## src/rtl/ultrasound_echo_responder.sv

```systemverilog
// Ultrasound ranging module emulator: responder end of the trigger/echo protocol.
// Accepts a trigger that stays high for at least MIN_TRIGGER_CYCLES samples, waits
// HOLDOFF_CYCLES, then drives an echo pulse whose width encodes the programmed distance,
// followed by a RECOVERY_CYCLES dead time.
//
// Ports:
//   clock          - system clock
//   reset          - synchronous active-high reset
//   power          - module power enable; low acts as a held reset but keeps echo_count
//   trigger        - trigger command from the main FPGA
//   distance       - target distance in units, sampled when the trigger is accepted
//   target_present - 1 = target in range, 0 = no target (MAX_ECHO_CYCLES echo)
//   echo           - registered echo pulse
//   busy           - registered, high in every state except IDLE
//   echo_count     - completed echoes, wraps 255 -> 0
//   state          - current state encoding, for debug
module ultrasound_echo_responder #(
  parameter int unsigned MIN_TRIGGER_CYCLES = 10,
  parameter int unsigned HOLDOFF_CYCLES     = 4,
  parameter int unsigned CYCLES_PER_UNIT    = 2,
  parameter int unsigned MAX_ECHO_CYCLES    = 600,
  parameter int unsigned RECOVERY_CYCLES    = 6
) (
  input  logic       clock,
  input  logic       reset,
  input  logic       power,
  input  logic       trigger,
  input  logic [7:0] distance,
  input  logic       target_present,
  output logic       echo,
  output logic       busy,
  output logic [7:0] echo_count,
  output logic [2:0] state
);

  typedef enum logic [2:0] {
    StIdle    = 3'd0,
    StTrig    = 3'd1,
    StHoldoff = 3'd2,
    StEcho    = 3'd3,
    StRecover = 3'd4
  } state_e;

  localparam logic [15:0] MinTrig     = 16'(MIN_TRIGGER_CYCLES);
  localparam logic [15:0] HoldoffLast = 16'(HOLDOFF_CYCLES - 1);
  localparam logic [15:0] RecoverLast = 16'(RECOVERY_CYCLES - 1);
  localparam logic [15:0] CyclesUnit  = 16'(CYCLES_PER_UNIT);
  localparam logic [15:0] MaxEcho     = 16'(MAX_ECHO_CYCLES);

  state_e      state_q, state_d;
  logic [15:0] cnt_q, cnt_d;      // shared per-state counter
  logic [15:0] width_q, width_d;  // echo width latched at trigger acceptance
  logic        echo_q, echo_d;
  logic        busy_q;
  logic [7:0]  echo_count_q, echo_count_d;
  logic        trigger_prev_q;

  logic [15:0] dist_eff;
  logic [15:0] new_width;

  // Distance 0 is treated as 1 unit so a present target never yields a zero-width echo.
  assign dist_eff  = (distance == 8'd0) ? 16'd1 : {8'd0, distance};
  assign new_width = target_present ? (dist_eff * CyclesUnit) : MaxEcho;

  always_comb begin
    state_d      = state_q;
    cnt_d        = cnt_q;
    width_d      = width_q;
    echo_d       = 1'b0;
    echo_count_d = echo_count_q;

    unique case (state_q)
      StIdle: begin
        cnt_d = 16'd0;
        // Edge detect: a trigger already high on entry to IDLE must drop first.
        if (trigger && !trigger_prev_q) begin
          state_d = StTrig;
          cnt_d   = 16'd1;
        end
      end
      StTrig: begin
        if (trigger) begin
          if (cnt_q < MinTrig) cnt_d = cnt_q + 16'd1;
        end else if (cnt_q >= MinTrig) begin
          state_d = StHoldoff;
          cnt_d   = 16'd0;
          width_d = new_width;
        end else begin
          state_d = StIdle;
          cnt_d   = 16'd0;
        end
      end
      StHoldoff: begin
        if (cnt_q == HoldoffLast) begin
          state_d = StEcho;
          cnt_d   = 16'd0;
          echo_d  = 1'b1;
        end else begin
          cnt_d = cnt_q + 16'd1;
        end
      end
      StEcho: begin
        if (cnt_q == width_q - 16'd1) begin
          state_d      = StRecover;
          cnt_d        = 16'd0;
          echo_count_d = echo_count_q + 8'd1;
        end else begin
          cnt_d  = cnt_q + 16'd1;
          echo_d = 1'b1;
        end
      end
      StRecover: begin
        if (cnt_q == RecoverLast) begin
          state_d = StIdle;
          cnt_d   = 16'd0;
        end else begin
          cnt_d = cnt_q + 16'd1;
        end
      end
      default: begin
        state_d = StIdle;
        cnt_d   = 16'd0;
      end
    endcase

    // Power loss aborts any pulse in flight; an aborted echo is not counted.
    if (!power) begin
      state_d      = StIdle;
      cnt_d        = 16'd0;
      width_d      = 16'd0;
      echo_d       = 1'b0;
      echo_count_d = echo_count_q;
    end
  end

  always_ff @(posedge clock) begin
    if (reset) begin
      state_q        <= StIdle;
      cnt_q          <= 16'd0;
      width_q        <= 16'd0;
      echo_q         <= 1'b0;
      busy_q         <= 1'b0;
      echo_count_q   <= 8'd0;
      trigger_prev_q <= 1'b0;
    end else begin
      state_q        <= state_d;
      cnt_q          <= cnt_d;
      width_q        <= width_d;
      echo_q         <= echo_d;
      busy_q         <= (state_d != StIdle);
      echo_count_q   <= echo_count_d;
      trigger_prev_q <= power & trigger;
    end
  end

  assign echo       = echo_q;
  assign busy       = busy_q;
  assign echo_count = echo_count_q;
  assign state      = state_q;

endmodule

```

## config.mk

```make
export PLATFORM = sky130hd
export DESIGN_NAME = ultrasound_echo_responder
export DESIGN_NICKNAME = d
export VERILOG_FILES = /design/src/rtl/ultrasound_echo_responder.sv
export SDC_FILE = /design/constraint.sdc
export NUM_CORES = 1
export LEC_CHECK = 0
export CORE_MARGIN = 2
export CORE_UTILIZATION = 60
export CTS_CLUSTER_SIZE = 30
export DETAILED_ROUTE_END_ITERATION = 8
export PLACE_DENSITY = 0.9
export SLEW_MARGIN = 40
export SYNTH_ARGS = -nofsm -noshare
export SYNTH_HDL_FRONTEND = slang
export SYNTH_SLANG_ARGS = --single-unit
```

## constraint.sdc

```tcl
create_clock -name clock -period 5.6 [get_ports clock]
set_input_delay 1.12 -clock clock [delete_from_list [all_inputs] [get_ports clock]]
set_output_delay 1.12 -clock clock [all_outputs]
set_load 0.005 [all_outputs]
```

Yosys cells after proc, flatten, opt, wreduce, memory -nomap -nowiden
Cells that the tools add are included.
Storage, ports and cells
  memories kept: 0
  latch bits: 0
  memory bits (read-only): 0
  output and inout bits: 13
  bits in writable memories: 0
  register bits after elaboration: 46
  logic and storage cells: 51
Operators by class
  muxes and demuxes: 20
  equal/unequal tests: 8
  bitwise operators: 3
  $mul: 0
  $add $sub $neg: 3
  reduce and logical (&&, ||, !) cells: 8
  shifts and indexed selects: 0
  order comparisons: 2
  div/mod/pow operators: 0
Operator list (number)
  $mux 16: 5
  $pmux 16 s5: 1
  $mux 3: 6
  $add 16x1->16 const B: 1
  $eq 16x16->1: 1
  $eq 16x2->1 const B: 1
  $eq 16x3->1 const B: 1
  $ge 16x4->1 const B: 1
  $lt 16x4->1 const B: 1
  $sub 16x1->16 const B: 1
  $pmux 3 s5: 1
  $mux 10: 1
  $add 8x1->8 const B: 1
  $logic_not 8->1: 1
  $mux 8: 1
  $eq 3x2->1 const B: 2
  $reduce_and 3->1: 2
  $eq 3x1->1 const B: 1
  $eq 3x3->1 const B: 1
  $logic_not 3->1: 1
  $mux 1: 3
  $ne 3x3->1 const B: 1
  $reduce_bool 3->1: 1
  $mux 2: 1
  6 further kinds: 7

Logic depth before layout (Yosys ltp)
Gate-level depths: netlist of run 1.
  depth in word-level cells: 6
  depth in mapped cells: 9
  gate-level depth less buffers: 9

Least setup slack after synthesis of run 1
Ideal clock, no wire load.
  path kind: reg-to-reg
  start: reg width_q[1]
  end: reg echo_count_q[6] (netlist: echo_count[6])
  setup time: 0.123 ns
  stages on the path, launching flop included: 10
  required time: 5.477 ns
  path slack: 2.856 ns
  data arrival time: 2.620 ns
  buffers on the path: 0
  path through: dfxtp_1 > inv_1 > ha_1 > or3b_2 > nor4_2 > o22ai_2 > nor4_4 > nand3_4 > nor4_2 > mux2_1
On the way
  longest elaborated chain between the ends: 3
Ends and longest elaborated chain
  start, declared: RTL line 52  | logic [15:0] width_q, width_d;
  start signal, assigned: RTL line 148  | width_q <= width_d;
  $sub 16x1->16: RTL line 103  | if (cnt_q == width_q - 16'd1) begin
  $eq 16x16->1: RTL line 103
  $reduce_and 3->1 (no line)
  end signal, assigned: RTL line 151  | echo_count_q <= echo_count_d;
  end, declared: RTL line 55  | logic [7:0] echo_count_q, echo_count_d;
Every way passes these cells.
A chain may end at the register's enable or synchronous reset.

Worst setup path in the final report of run 1
Ends and elaborated chain as after synthesis.

==> flow_summary.ini, run 1 <==
[placement]
placed_cell_area_mm2 = 0.00271
hpwlAfterDp_um = 4040
port_buffers = 25
gp_congestion = 0.904

[cts]
clk_pin_slew_ns = 0.08
clk_path_buf_depth = 2
cts_setup_buffers = 0
cts_buffers = 5
post_cts_resized = 0
cts_tree = yes
worstSkewPairLatency_ns = 0.30
htreeDepth = 2
hold_buffers = 0
cts_root_buf = clkbuf_8
clock_sinks = 39

[synth]
yosys.area.top_type_share = 0.312
ys.flop_type = dfxtp_1
ys_types = 55
synth.area.mux_share = 0.0341
synthTopCellsByArea = dfxtp_1 31%, nor2_1 4.7%, xor2_1 4.6%
synthSimpleGateAreaFrac = 0.317
synth_compound_area_frac = 0.172
avgSynthCellArea_um2 = 8.22
synth-xor-area-share = 0.0771
yosysWarnings = 0
ys_seq_area_frac = 0.312
syn_area_mm2 = 0.00250
async_flop_share = 0
synth_edf_count = 0
synthAdderAreaFrac = 0.0250
synth-seq-cells = 39
syn-instance-count = 304
netlist.top_cell.by_area = dfxtp_1
synth.most_common_cell = dfxtp_1
synth_commonest_cells = 39 x dfxtp_1, 31 x nor2_1, 26 x nand2_1
synth.net_count = 322
synth_top_family_by_area = simple AND/OR/NAND/NOR gates

[cells_and_area]
drive_above_1_share = 0.0723
postLayoutCellArea_mm2 = 0.00282
multi_input_area_mm2 = 0.00156
syn_to_final_growth_pct = 13.0
layout.nets = 335
antenna_cells = 0
seqCellArea_um2 = 781
fillerInstances = 301

[floorplan]
core_mm2 = 0.00400
placementRows = 23
dieArea_mm2 = 0.00470
start_util = 0.625
die_x_um = 68.5
dieHeight_um = 68.5
io_pins = 26

[critical_path]
reg2reg_from = width_q[1]
critPathMaxFanout = 9
startpoint_type = register
endpoint_kind = register
cp_slowest_stage_delay_ns = 0.54
rrSetupSlack_ns = 2.44
crit_type = reg -> reg
cpMostUsedCell = nor4_2
crit_start = width_q[1]
cp_data_arrival_time_ns = 3.35
crit_chain = inv_1 > ha_1 > or3b_2 > nor4_2 > o22ai_2 > nor4_4 > nand3_4 > nor4_2 > mux2_1
cp_slowest_cell = or3b_2
cp.required_ns = 5.79

[detailed_routing]
postRouteAntennaNets = 0
detail_route.iter0.violations = 184
viasPerCell = 6.22
wl_um = 5640
drc = 0
dr.pass1.iters = 5
via_count = 2289
wl_per_cell_um = 15.3

[run]
maxCapViolations = 0

[hold_path]
min-delay-start = width_q[8]
hold_path.class = reg -> reg

[power]
intPower_uw = 434
p_sw_uw = 114
p_clk_frac = 0.446
combPwrFrac = 0.043
powerDensity_mw_per_mm2 = 194
p_sw_frac = 0.208
ir_worst_vdd_v = 0.000247
seqPwrFrac = 0.510
p_leak_uw = 0.000976

[timing]
hold_viol = 0
finalCritPeriodShare = 0.564
final_max_slew_viol_count = 0
finClkSkew_ns = 0.0102
worst_pin_slew_ns = 0.726
fmax_mhz = 316
maxSlewHeadroom = 0.512
rsz0062_at_grt = false
setup-tns-final_ns = 0
finalSetupViolCount = 0
finalCriticalPeriod_ns = 3.16

[outcome]
status = complete, no violations

[grt]
grt_max_degree = 19
antenna_found_initial = 0
grt_pass1_wl_um = 9420
gr-total-overflow = 0
grt_pass1_vias = 2051
grt_use_total = 0.267
worst max-delay path, delay by kind of cell (launching register included):
kind	cells	cell delay (ns)
buffers and inverters	1	0.08
and+or+nand+nor	5	1.82
AOI/OAI and AO/OA	1	0.17
adders and majority gates	1	0.22
muxes	1	0.36
DFF	1	0.38
cell usage in the layout, fill, tap and decap left out, drive strengths merged, types with 4 or more instances in the layout:
| cell | count |
|---|---|
| and3 | 5 |
| ha | 5 |
| a211oi | 4 |
| xnor2 | 9 |
| inv | 13 |
| nor4 | 8 |
| xor2 | 13 |
| nand4 | 9 |
| nand3 | 20 |
| nand2 | 26 |
| a21oi | 15 |
| mux2i | 4 |
| nor2b | 6 |
| mux2 | 4 |
| dfxtp | 39 |
| o21ai | 9 |
| or4 | 6 |
| o211ai | 4 |
| nor2 | 31 |
| clkbuf | 6 |
| nor3 | 14 |
| clkdlybuf4s50 | 25 |
kinds of logic (layout without fill, tap and decap cells):
kind of cell | Yosys count | in the layout
compound gates | 56 | 56
xor+xnor | 22 | 22
fa+ha+maj | 5 | 5
buf+inv | 32 | 46
flops | 39 | 39
mux | 8 | 8
simple gates | 142 | 142
registers in the layout, summed over array words and instances, names as in the netlist:
signal / cells
busy: 1
cnt_q: 16
echo: 1
echo_count: 8
state: 3
trigger_prev_q: 1
width_q: 9
layout make-up:
type                            instances  area share
Timing Repair Buffer                   25      0.0886
Tap cell                               50      0.0222
Clock buffer                            6      0.0292
Multi-Input combinational cell        233       0.554
Clock inverter                          2      0.0124
Inverter                               13      0.0173
Sequential cell                        39       0.276
power groups by stage:
stage	Combinational [uW]	Clock, uW	Sequential, uW
finish	23.6	245	280
global route	26.0	257	280
CTS	23.3	246	280
detailed placement	23.2	0	286
global placement	22.4	0	286
floorplan	10.7	0	286
stage by stage:
step | std cells | util | hold slack [ns] | setup WS, ns | total power, uW
floorplan | 304 | - | 0.457 | 2.86 | 296
global placement | 360 | 0.677 | 0.468 | 2.39 | 309
detailed placement | 360 | 0.677 | 0.482 | 2.28 | 309
CTS | 368 | 0.706 | 0.481 | 2.43 | 549
global route | 368 | 0.706 | 0.529 | 2.16 | 563
finish | 368 | 0.706 | 0.484 | 2.44 | 548
metal layers:
layer,routed length (um),GRT usage
met2,2790,0.440
met1,2430,0.341
met4,90,0.0900
met5,0,0
met3,324,0.0649
worst paths after layout:
path                                      end  cells past startpoint
worst min register to register     width_q[8]                      2
worst max-delay path            echo_count[6]                      9
worst max register to register  echo_count[6]                      9
worst min-delay path               width_q[8]                      2
Note: power is estimated with default switching activity, not from simulation.
==> inputs of run 2 (changes only) <==
--- a/config.mk
+++ b/config.mk
@@ -6,10 +6,10 @@
 export NUM_CORES = 1
 export LEC_CHECK = 0
 export CORE_MARGIN = 2
-export CORE_UTILIZATION = 60
+export CORE_UTILIZATION = 51
 export CTS_CLUSTER_SIZE = 30
 export DETAILED_ROUTE_END_ITERATION = 8
-export PLACE_DENSITY = 0.9
+export PLACE_DENSITY = 0.82
 export SLEW_MARGIN = 40
 export SYNTH_ARGS = -nofsm -noshare
 export SYNTH_HDL_FRONTEND = slang
==> constraint.sdc (replaced) <==
create_clock -name clock -period 2.7 [get_ports clock]
set_input_delay 0.54 -clock clock [delete_from_list [all_inputs] [get_ports clock]]
set_output_delay 0.54 -clock clock [all_outputs]
set_load 0.005 [all_outputs]
==> run 2 against run 1 <==
Setup slack worse by 2.3 ns. Power up 93%. Die area up 17%. Utilization down 6.4 points. Count of clock-buffer cells in the layout up 2. Combinational power up 130%. Sequential power up 110%. Worst hold slack better by 0.018 ns.
==> flow_summary.ini, run 2 (synthesis results as in run 1) <==
[outcome]
status = complete, no violations

[detailed_routing]
detail_route.iter0.violations = 216
via_count = 2349
postRouteAntennaNets = 0
viasPerCell = 5.77
dr.pass1.iters = 4
wl_per_cell_um = 14.8
drc = 0
wl_um = 6020

[cts]
cts_tree = yes
post_cts_resized = 0
cts_setup_buffers = 0
worstSkewPairLatency_ns = 0.29
clk_pin_slew_ns = 0.07
cts_root_buf = clkbuf_8
htreeDepth = 2
cts_buffers = 5
hold_buffers = 0
clk_path_buf_depth = 2
clock_sinks = 39

[power]
p_sw_uw = 219
ir_worst_vdd_v = 0.000281
seqPwrFrac = 0.549
p_sw_frac = 0.207
intPower_uw = 839
p_leak_uw = 0.00110
powerDensity_mw_per_mm2 = 349
p_clk_frac = 0.400
combPwrFrac = 0.051

[timing]
finalCriticalPeriod_ns = 2.58
hold_viol = 0
worst_pin_slew_ns = 0.646
finalCritPeriodShare = 0.954
maxSlewHeadroom = 0.569
whs_ns = 0.502
finalSetupViolCount = 0
fmax_mhz = 388
finClkSkew_ns = 0.00541
final_max_slew_viol_count = 0

[placement]
hpwlAfterDp_um = 4450
place_inst = 399
gp_congestion = 0.847
port_buffers = 25
placed_cell_area_mm2 = 0.00289

[grt]
antenna_found_initial = 0
grt_pass1_vias = 2181
grt_pass1_wl_um = 9990
grt_use_total = 0.234
grt_max_degree = 17
gr-total-overflow = 0

[cells_and_area]
layout_common_cells = 39 x dfxtp_1, 31 x nor2_1, 26 x nand2_1
fillerInstances = 394
largest_register_ffs = 16
final_common_cell = dfxtp_1
postLayoutCellArea_mm2 = 0.00303
layout.cells.non_filler = 407
seqCellArea_um2 = 781
layout.nets = 357
regMostFlops = cnt_q
antenna_cells = 0
drive_above_1_share = 0.138
multi_input_area_mm2 = 0.00160
syn_to_final_growth_pct = 21.3

[critical_path]
crit_type = reg -> reg
cpMostUsedCell = nor4_4
cp_slowest_cell = or4_4
cp.buffers_inverters = 0
cp.required_ns = 2.88
path_delay_family = simple AND/OR/NAND/NOR gates
crit_chain = or4_4 > nor4_4 > o2111ai_1 > nor4_4 > nand3_4 > nor4_4 > mux2_1
cp_slowest_stage_delay_ns = 0.60
startpoint_type = register
endpoint_kind = register
critPathMaxFanout = 7
cp_data_arrival_time_ns = 2.75

[floorplan]
start_util = 0.529
dieArea_mm2 = 0.00548
core_mm2 = 0.00472
die_x_um = 74.0
placementRows = 25
dieHeight_um = 74.0
io_pins = 26

[run]
maxCapViolations = 0

[hold_path]
hold_path.class = reg -> reg
==> run 2: worst paths after layout <==
path	from	to	slack, ns	depth (start not counted)
min reg2reg	width_q[8]	width_q[8]	0.50	2
max	width_q[3]	echo_count[6]	0.12	7
max reg2reg	width_q[3]	echo_count[6]	0.12	7
min	width_q[8]	width_q[8]	0.50	2
==> run 2: through the flow <==
| stage | utilization | total power [uW] | TNS [ns] | setup WS [ns] |
|---|---|---|---|---|
| 6_report | 0.642 | 1060 | 0 | 0.124 |
| 5_1_grt | 0.642 | 1100 | -0.00435 | -0.00435 |
| 4_1_cts | 0.634 | 1070 | 0 | 0.00510 |
| 3_5_place_dp | 0.612 | 647 | 0 | 0.0259 |
| 3_3_place_gp | 0.612 | 646 | 0 | 0.113 |
| 2_1_floorplan | - | 614 | 0 | 0.0141 |
==> run 2: metal layers <==
layer	vias up	part of all wire	global-route usage
li1	1171	-	-
met3	11	0.037	0.0447
met4	0	0.017	0.0889
met2	61	0.47	0.374
met1	1106	0.48	0.315
met5	-	0	0
==> run 2: area by class of cell <==
cell class / count / area share
Clock buffer: 8 / 0.0330
Inverter: 13 / 0.0161
Multi-Input combinational cell: 233 / 0.528
Sequential cell: 39 / 0.258
Tap cell: 67 / 0.0277
Timing Repair Buffer: 47 / 0.137
==> run 2: power groups by stage <==
stage	clock, uW	sequential [uW]	combinational (uW)
after detailed placement	0	594	53.1
after floorplan	0	592	22.2
after global placement	0	594	52.3
final	423	581	53.7
after CTS	437	580	53.3
after global routing	461	581	59.4
==> run 2: worst reg2reg max path: stages (launching register included) <==
cell and delay, ns:
dfxtp_1 0.34, or4_4 0.60, nor4_4 0.29, o2111ai_1 0.21
nor4_4 0.26, nand3_4 0.18, nor4_4 0.24, mux2_1 0.34
